===== src/rtl/piano_synth.sv =====
// Single-voice square-wave piano tone generator: key priority, per-key half-period table,
// octave shift, live and one-shot play modes.
module piano_synth #(
    parameter int NUM_KEYS = 8,
    parameter int DIV_W = 18,
    parameter logic [NUM_KEYS*DIV_W-1:0] HALF_PERIODS = {
        18'd191110, 18'd170265, 18'd151685, 18'd143172,
        18'd127551, 18'd113636, 18'd101239, 18'd95556
    },
    parameter int NOTE_CYCLES = 25_000_000,
    parameter int NOTE_W = 25
) (
    input  logic                CLK,
    input  logic                RESET,
    input  logic [NUM_KEYS-1:0] sw,
    input  logic [1:0]          octave,
    input  logic                mode,
    output logic                FREQ,
    output logic [NUM_KEYS-1:0] Led,
    output logic                busy
);

    localparam int KW = (NUM_KEYS > 1) ? $clog2(NUM_KEYS) : 1;

    typedef enum logic [1:0] {
        IDLE,
        LIVE,
        SHOT,
        WAITREL
    } state_t;

    state_t              state_reg;
    logic [KW-1:0]       key_reg;
    logic [DIV_W-1:0]    cnt_reg;
    logic [NOTE_W-1:0]   timer_reg;

    logic [DIV_W-1:0]    half_tab [NUM_KEYS];
    logic [NUM_KEYS-1:0] pri_onehot;
    logic [KW-1:0]       pri;
    logic                any_key;
    logic [DIV_W-1:0]    shifted;
    logic [DIV_W-1:0]    eff;
    logic                tone_wrap;

    // Unpack the table; a key wins only if no higher-index (lower-pitch) key is held.
    generate
        for (genvar gi = 0; gi < NUM_KEYS; gi++) begin : g_key
            assign half_tab[gi] = HALF_PERIODS[gi*DIV_W +: DIV_W];
            if (gi == NUM_KEYS - 1) begin : g_top
                assign pri_onehot[gi] = sw[gi];
            end else begin : g_low
                assign pri_onehot[gi] = sw[gi] & ~(|sw[NUM_KEYS-1:gi+1]);
            end
        end
    endgenerate

    always_comb begin
        pri = '0;
        for (int i = 0; i < NUM_KEYS; i++) begin
            if (pri_onehot[i]) begin
                pri = KW'(i);
            end
        end
    end

    assign any_key = |sw;
    assign shifted = half_tab[key_reg] >> octave;
    assign eff     = (shifted == '0) ? DIV_W'(1) : shifted;
    // >= rather than == so a mid-note octave change never lets the counter run away.
    assign tone_wrap = (cnt_reg >= (eff - DIV_W'(1)));

    always_ff @(posedge CLK) begin
        if (RESET) begin
            state_reg <= IDLE;
            key_reg   <= '0;
            cnt_reg   <= '0;
            timer_reg <= '0;
            FREQ      <= 1'b0;
            Led       <= '0;
            busy      <= 1'b0;
        end else begin
            case (state_reg)
                IDLE: begin
                    FREQ <= 1'b0;
                    if (any_key) begin
                        key_reg <= pri;
                        cnt_reg <= '0;
                        Led     <= pri_onehot;
                        busy    <= 1'b1;
                        if (mode) begin
                            state_reg <= SHOT;
                            timer_reg <= NOTE_W'(NOTE_CYCLES - 1);
                        end else begin
                            state_reg <= LIVE;
                        end
                    end
                end
                LIVE: begin
                    if (!any_key) begin
                        state_reg <= IDLE;
                        FREQ      <= 1'b0;
                        cnt_reg   <= '0;
                        Led       <= '0;
                        busy      <= 1'b0;
                    end else if (pri != key_reg) begin
                        // Phase restarts on the new key but the output level is held.
                        key_reg <= pri;
                        cnt_reg <= '0;
                        Led     <= pri_onehot;
                    end else if (tone_wrap) begin
                        cnt_reg <= '0;
                        FREQ    <= ~FREQ;
                    end else begin
                        cnt_reg <= cnt_reg + DIV_W'(1);
                    end
                end
                SHOT: begin
                    if (timer_reg == '0) begin
                        FREQ      <= 1'b0;
                        cnt_reg   <= '0;
                        Led       <= '0;
                        busy      <= 1'b0;
                        state_reg <= any_key ? WAITREL : IDLE;
                    end else begin
                        timer_reg <= timer_reg - NOTE_W'(1);
                        if (tone_wrap) begin
                            cnt_reg <= '0;
                            FREQ    <= ~FREQ;
                        end else begin
                            cnt_reg <= cnt_reg + DIV_W'(1);
                        end
                    end
                end
                WAITREL: begin
                    FREQ <= 1'b0;
                    if (!any_key) begin
                        state_reg <= IDLE;
                    end
                end
                default: begin
                    state_reg <= IDLE;
                    FREQ      <= 1'b0;
                    Led       <= '0;
                    busy      <= 1'b0;
                end
            endcase
        end
    end

endmodule


===== config.mk =====
export PLATFORM = sky130hd
export DESIGN_NAME = piano_synth
export DESIGN_NICKNAME = d
export VERILOG_FILES = /design/src/rtl/piano_synth.sv
export SDC_FILE = /design/constraint.sdc
export NUM_CORES = 1
export LEC_CHECK = 0
export ABC_AREA = 0
export CAP_MARGIN = 20
export CORE_UTILIZATION = 45
export CTS_CLUSTER_SIZE = 28
export DETAILED_ROUTE_END_ITERATION = 7
export PLACE_DENSITY = 0.64
export SLEW_MARGIN = 30
export SYNTH_ARGS = -nofsm -noshare
export SYNTH_HDL_FRONTEND = slang
export SYNTH_SLANG_ARGS = --single-unit

===== constraint.sdc =====
create_clock -name CLK -period 5.7 [get_ports CLK]
set_input_delay 0.855 -clock CLK [delete_from_list [all_inputs] [get_ports CLK]]
set_output_delay 0.855 -clock CLK [all_outputs]
set_load 0.02 [all_outputs]

== Yosys cells after proc, flatten, opt, wreduce, memory -nomap -nowiden ==
Memories as Yosys holds them, arrays and structs flattened.
Cells that the tools add are included.
Word-level totals
  flip-flop bits (word level): 58
  output and inout bits: 10
  memories: 1
  bits in read-only memories: 144
  input bits: 13
Operators by class
  muxes and demuxes: 44
  add/subtract/negate cells: 3
  reductions and logical operators: 21
  magnitude comparators: 2
  shifts and indexed selects: 1
  eq/ne operators: 14
  bitwise logic cells: 16
Memory list
  (no name shown): words 8, width 18, rd ports 1, clocked after Yosys merged registers in 0, wr ports 0, line 67  | assign shifted = half_tab[key_reg] >> octave;
Operator list (number)
  $mux 18: 8
  $mux 25: 3
  $pmux 18 s3: 1
  $pmux 25 s2: 1
  $mux 8: 4
  $logic_not 25->1: 1
  $sub 25x1->25 const B: 1
  $mux 3: 8
  $pmux 8 s3: 1
  $add 18x1->18 const B: 1
  $ge 18x18->1: 1
  $logic_not 18->1: 1
  $shr 18x2->18: 1
  $sub 18x1->18 const B: 1
  $ne 2x2->1 const B: 8
  $reduce_and 4->1: 4
  $mux 2: 6
  $mux 1: 8
  $not 1->1: 8
  $reduce_or 8->1: 1
  $and 1x1->1: 7
  $reduce_or 7->1: 1
  $ne 3x3->1 const B: 2
  $pmux 1 s3: 2
  other kinds (17): 21

== Logic depth before layout (Yosys ltp) ==
Gate-level depths: netlist of run 1.
  depth in word-level cells: 14
  mapped depth: 18
  mapped depth without buffers: 16

== Worst setup path before layout of run 1 ==
No wires, ideal clock.
  path kind: input to register
  from: in octave[0]
  to: reg cnt_reg[10]
  arrival time: 4.006 ns
  required time: 5.578 ns
  cell stages on the path: 15
  slack: 1.572 ns
  library setup time: 0.122 ns
  path through: buf_2 > buf_2 > or3_1 > a32oi_1 > nand3_1 > a21oi_1 > and4_1 > a21oi_1 > ha_1 > nand4_1 > o41ai_1 > a221o_1 > clkbuf_1 > nor3_1 > a221o_1
Between the ends
  word-level cells in the longest chain between the ends: 9
  elaborated cells on any way between the ends: 10
Ends and longest elaborated chain
  from (decl): line 16  | input logic [1:0] octave,
  $shr 18x2->18 (*): line 67
  $logic_not 18->1: line 68  | assign eff = (shifted == '0) ? DIV_W'(1) : shifted;
  $mux 18 (*): line 68
  $sub 18x1->18 (*): line 70  | assign tone_wrap = (cnt_reg >= (eff - DIV_W'(1)));
  $ge 18x18->1 (*): line 70
  $mux 18 (*): line 110, 126
  $mux 18: line 105  | end else if (pri != key_reg) begin
  $mux 18: line 99  | if (!any_key) begin
  $pmux 18 s3 (*): line 82  | case (state_reg)
  to (signal assigned): line 114  | cnt_reg <= cnt_reg + DIV_W'(1);
  to (signal assigned): line 130  | cnt_reg <= cnt_reg + DIV_W'(1);
  to (decl): line 34  | logic [DIV_W-1:0] cnt_reg;
Mark *: on every way between the ends. The rest lies on a longest branch, timed or not.
A chain may end at the register's enable or synchronous reset.

== Worst setup path in the final report of run 1 ==
  from: reg key_reg[0]
  to: reg cnt_reg[0]
Between the ends
  word-level cells in the longest chain between the ends: 13
  elaborated cells on any way between the ends: 15
Ends and longest elaborated chain
  from (decl): line 33  | logic [KW-1:0] key_reg;
  from (signal assigned): line 86  | key_reg <= pri;
  from (signal assigned): line 107  | key_reg <= pri;
  $not 3->4 (not written as such): line 67
  $mem_v2 8x18
  $mux 18 (not written as such) (2 in a row): line 67
  $shr 18x2->18: line 67
  $logic_not 18->1: line 68
  $mux 18: line 68
  $sub 18x1->18: line 70
  $ge 18x18->1: line 70
  $mux 18: line 110, 126
  $mux 18: line 105
  $mux 18: line 99
  $pmux 18 s3 (*): line 82
Mark *: on every way between the ends. The rest lies on a longest branch, timed or not. The select of a mux whose other input is x is not followed.

==> reports/qor.yml, run 1 <==
status:
  outcome: "finished clean"
global_route:
  grt_use_met3_pct: 4.00
  use_met2_pct: 35.1
  top_usage_layer: "met2"
  grt_pass1_wl_um: 18300
  met1_usage_pct: 29.2
  grt_pass1_vias: 3862
  grt_antenna_before_repair: 0
  gr-usage-all-layers_pct: 21.6
  grt_max_degree: 42
  overflow: 0
sta:
  period_needed_ns: 4.89
  rsz0062_at_grt: "false"
  slew_violations: 0
  hold_viol_final: 0
  tightestPinTransition_ns: 0.798
  holdWs_ns: 0.468
  fmax_mhz: 204
  final.period_utilization_pct: 85.9
  max-slew-margin-rel_pct: 46.5
  tns_ns: 0
  setup_viol: 0
  skew_ns: 0.0152
yosys:
  synth_edf_count: 0
  async_reset_ff_share_pct: 0
  syn-cell-area_um2: 4560
  post_synth_num_cell_types: 76
  synthCells: 572
  yosysMostFrequentCell: "dfxtp_1"
  synth_nets: 620
  synth_top_area_share_pct: 25.5
  synth_common_cells: "dfxtp_1, nor2_1, nand2_1, a21oi_1, ha_1"
  synth_area_leaders: "dfxtp_1, ha_1, a21oi_1"
  syn_area_per_cell_um2: 7.97
  ys_ff_latch: 58
  ys_seq_area_share_pct: 25.5
  synth_warnings: 0
  synthFlopType: "dfxtp_1"
  yosysTopAreaCell: "dfxtp_1"
clock_tree:
  postCtsHoldBufs: 0
  htree_levels: 3
  tritoncts: "done"
  clock-root-buffer: "clkbuf_8"
  max-clock-path-buffers: 2
  cts_sinks: 58
  worstSkewPairLatency_ns: 0.34
  post_cts_buffers: 0
  cts-resized-gates: 0
  clk_pin_slew_worst_paths_ns: 0.08
  cts_made_buffers: 9
final_layout:
  fin_nets: 628
  largest_register_ffs: 25
  fin_cells: 718
  layout-drive-gt1-share_pct: 7.69
  insertedDiodeCount: 0
  fin_util_pct: 51.7
  synthToLayoutAreaGrowth_pct: 10.8
power_and_ir_drop:
  p_clk_share_pct: 19.0
  seqPwrFrac_pct: 27.6
  ir_drop_mv: 0.330
  switching_share_pct: 44.6
  power.density_nw_per_um2: 413
  power.total_uw: 2090
  p_switching_uw: 932
  cellInternalPower_uw: 1160
  combPwrFrac_pct: 53.5
  p_leak_uw: 0.00195
routing:
  ant_nets: 0
  wirelength_um: 10600
  vias: 4231
  viasPerCell: 5.89
  first_iter_violations: 247
  post_drt_wl_per_cell_um: 14.8
  first_pass_iters: 7
  post-route-drc-count: 0
die:
  die_area_um2: 10500
  rows: 36
  dieHeight_um: 103
  coreArea_um2: 9770
  die_w_um: 103
  num_io_pins: 23
  start_util_pct: 46.6
flow_run:
  drv_cap: 0
worst_setup_path:
  crit_fanout: 17
  cp-start-kind: "register"
  worst-setup-path-type: "register to register"
  arrival_ns: 5.17
  end_kind: "register"
  critical_path_required_ns: 5.97
  r2r_setup_slack_ns: 0.81
placed_design:
  post-dp-hpwl_um: 7730
  dp_cells: 702
  io_buffers: 22
  place_congestion: 0.854
hold_path:
  min_path_type: "register to register"
worst max-delay path, stage by stage (launching register included):
cell,delay (ns)
dfxtp_1,0.77
inv_1,0.29
ha_1,0.62
nand2b_1,0.19
a311oi_1,0.34
a21oi_1,0.14
and3_1,0.30
and3_1,0.18
a31o_2,0.20
ha_1,0.29
a211o_1,0.25
o211ai_1,0.08
a21oi_1,0.09
a221o_1,0.32
nor3_4,0.50
mux2_2,0.26
kinds of logic after synthesis:
kind of cell,share of synthesized area [%]
buffers and inverters,5.08
adder cells (fa/ha/maj),9.83
multiplexers,2.11
flip-flops,25.5
XOR/XNOR,6.15
AND/OR/NAND/NOR,27.5
AO/OA/AOI/OAI,23.9
layer usage:
metal | up-vias | share of wire (%) | wire [um]
met2 | 81 | 47 | 4970
met4 | 0 | 0.90 | 96
li1 | 2157 | - | -
met3 | 10 | 3.2 | 342
met1 | 1983 | 49 | 5240
met5 | - | 0 | 0
power groups by stage:
stage,sequential [uW],clock [uW],combinational [uW]
final,575,396,1120
after global routing,588,419,1250
after CTS,575,404,1110
after detailed placement,582,0,1100
after global placement,577,0,1080
after floorplan,563,0,888
final timing paths:
path,start,endpoint,depth (start not counted)
worst min-delay path,timer_reg[24],timer_reg[24],2
worst max register to register,key_reg[0],cnt_reg[0],15
worst max-delay path,key_reg[0],cnt_reg[0],15
worst min register to register,timer_reg[24],timer_reg[24],2
cell type report:
cell class	instances	area, um2
clock inverters	4	50.0
fillers	983	4720
multi-input cells	462	3170
well taps	133	166
inverters	19	71.3
clock buffers	12	155
flip-flops and latches	58	1160
repair buffers	30	280
metrics by stage:
step / instance area, um2 / worst slack [ns]
3_5_place_dp: 4850 / 0.864
2_1_floorplan: 4560 / 1.57
3_3_place_gp: 4840 / 0.933
5_1_grt: 5050 / 0.410
4_1_cts: 5050 / 0.844
6_report: 5050 / 0.806
placed cells by master (no fill, tap or decap), types with 13 or more instances in the layout:
master,count
nand3_1,25
ha_1,35
nand2_1,40
nor2_1,49
xor2_1,17
nor2b_1,13
dfxtp_1,58
xnor2_1,15
inv_1,18
nor3_1,27
clkdlybuf4s50_1,22
o21ai_0,17
a21oi_1,38
(Power assumes the default switching activity.)
==> run 2, diff against run 1 <==
Settings changed: CORE_UTILIZATION 45 to 50, PLACE_DENSITY 0.64 to 0.66.
Clock period 5.7 ns to 4.9 ns, I/O delays scaled along.
==> run 2 against run 1 <==
  * Die area decreased by 9.8%
  * Register-to-register slack worse by 0.096 ns
  * Non-clock buffer count up 4
  * Via count grew 1.0%
  * Clock skew fell by 0.0055 ns
  * Combinational power grew 17%
  * Global-route usage increased by 1.6 points
  * Largest cell class unchanged
==> reports/qor.yml, run 2 (synthesis results as in run 1) <==
sta:
  max-slew-margin-rel_pct: 46.9
  period_needed_ns: 4.28
  tightestPinTransition_ns: 0.792
  slew_violations: 0
  final.period_utilization_pct: 87.4
  skew_ns: 0.00962
  rsz0062_at_grt: "false"
  holdWs_ns: 0.472
  fmax_mhz: 234
  hold_viol_final: 0
  setup_viol: 0
  tns_ns: 0
worst_setup_path:
  arrival_ns: 4.56
  cp-start-kind: "input pin"
  endpoint: "cnt_reg[0]"
  crit_cells: 16
  critical_path_required_ns: 5.18
  timing.rr.end: "cnt_reg[0]"
  r2r_setup_slack_ns: 0.71
  reg2reg_from: "key_reg[2]"
  crit_slowest_cell: "nor3_4"
  cp_common_cell: "ha_1"
  ff2ff_path_depth: 13
  crit_chain: "clkdlybuf4s50_1 > buf_12 > nor2b_1 > a211oi_1 > o32a_1 > ha_1 > and3_1 > nand3_1 > xnor2_1 > ha_1 > a211o_1 > o211ai_1 > a21oi_1 > a221o_1 > nor3_4 > mux2_2"
  end_kind: "register"
  startpoint: "octave[0]"
  crit_family: "compound AO/OA/AOI/OAI gates"
  crit_fanout: 41
  worst-setup-path-type: "input pin to register"
  cpPeakStageDelay_ns: 0.51
  path_buf_inv: 2
placed_design:
  place_congestion: 0.851
  post-dp-hpwl_um: 7660
  placed_area_um2: 4860
  io_buffers: 22
final_layout:
  layout.cells.most_common: "dfxtp_1"
  layout_common_cells: "dfxtp_1, nor2_1, nand2_1, a21oi_1, ha_1"
  fillers: 855
  layout-drive-gt1-share_pct: 8.32
  fin_util_pct: 58.0
  fin_nets: 632
  synthToLayoutAreaGrowth_pct: 11.4
  largest_register_ffs: 25
  final_cell_area_um2: 5080
  insertedDiodeCount: 0
power_and_ir_drop:
  ir_drop_mv: 0.367
  p_leak_uw: 0.00198
  power.density_nw_per_um2: 485
routing:
  vias: 4274
  first_pass_iters: 5
  ant_nets: 0
  first_iter_violations: 220
  viasPerCell: 6.13
  post_drt_wl_per_cell_um: 15.3
  post-route-drc-count: 0
  wirelength_um: 10700
clock_tree:
  cts-resized-gates: 0
  cts_made_buffers: 9
  htree_levels: 3
  postCtsHoldBufs: 0
  tritoncts: "done"
  cts_sinks: 58
  clk_pin_slew_worst_paths_ns: 0.07
  clock-root-buffer: "clkbuf_8"
  post_cts_buffers: 0
  max-clock-path-buffers: 2
  worstSkewPairLatency_ns: 0.34
global_route:
  grt_antenna_before_repair: 0
  overflow: 0
  gr-usage-all-layers_pct: 23.2
  grt_pass1_vias: 3940
  grt_pass1_wl_um: 18500
  grt_max_degree: 42
die:
  dieHeight_um: 97.5
  die_w_um: 97.5
  coreArea_um2: 8760
  start_util_pct: 52.0
  die_area_um2: 9500
  num_io_pins: 23
  rows: 34
status:
  outcome: "finished clean"
flow_run:
  drv_cap: 0
hold_path:
  min_path_type: "register to register"
[run 2: cell count changes in the layout (fill, tap and decap cells not counted), sizes merged]
cell    before  now
buf          8   12
clkinv       1    0
clkbuf      12   13
[run 2: where the power goes]
group / switching [uW] / internal [uW]
Clock: 200 / 291
Sequential: 95.2 / 565
Combinational: 788 / 525
Total: 1080 / 1380
[run 2: routing by layer]
layer / vias to the layer above / routed length (um) / global-route usage (%)
met3: 8 / 354 / 2.88
met1: 2012 / 5180 / 31.7
met5: - / 0 / 0
li1: 2173 / - / -
met2: 81 / 5080 / 38.0
met4: 0 / 72 / 6.90
[run 2: cell type report]
class / count / area, um2 / share of cell area (%)
timing repair buffer: 34 / 323 / 6.35
multi-input combinational: 462 / 3170 / 62.3
clock inverter: 3 / 45.0 / 0.887
sequential: 58 / 1160 / 22.9
clock buffer: 13 / 179 / 3.52
tap: 108 / 135 / 2.66
inverter: 19 / 71.3 / 1.40
[run 2: metrics by stage]
stage / setup WS (ns) / cells / total power [uW]
2_1_floorplan: 0.861 / 572 / 1690
3_3_place_gp: 0.330 / 681 / 1940
3_5_place_dp: 0.283 / 681 / 1970
4_1_cts: 0.611 / 697 / 2470
5_1_grt: 0.301 / 697 / 2660
6_report: 0.619 / 697 / 2460
[run 2: how the worst min path moves through the flow]
stage                  startpoint            end  slack (ns)  cells past startpoint
floorplan           timer_reg[24]  timer_reg[24]        0.44                      2
global placement    timer_reg[24]  timer_reg[24]        0.45                      2
detailed placement  timer_reg[24]  timer_reg[24]        0.46                      2
CTS                 timer_reg[24]  timer_reg[24]        0.47                      2
global route        timer_reg[24]  timer_reg[24]        0.51                      2
finish              timer_reg[24]  timer_reg[24]        0.47                      2
[run 2: worst register-to-register path, stage by stage (launching register included)]
cell      delay, ns
dfxtp_1        0.84
inv_2          0.25
mux4_2         0.54
nand3_1        0.11
a21oi_1        0.14
and3_1         0.23
a31o_2         0.20
ha_1           0.28
a211o_1        0.26
o211ai_1       0.08
a21oi_1        0.09
a221o_1        0.34
nor3_4         0.51
mux2_2         0.27
==> run 3, diff against run 2 <==
Settings changed: SKIP_CTS_REPAIR_TIMING set to 1.
==> results of run 3 <==
Same layout as run 2: the final DEF is identical, and so are final timing and power.
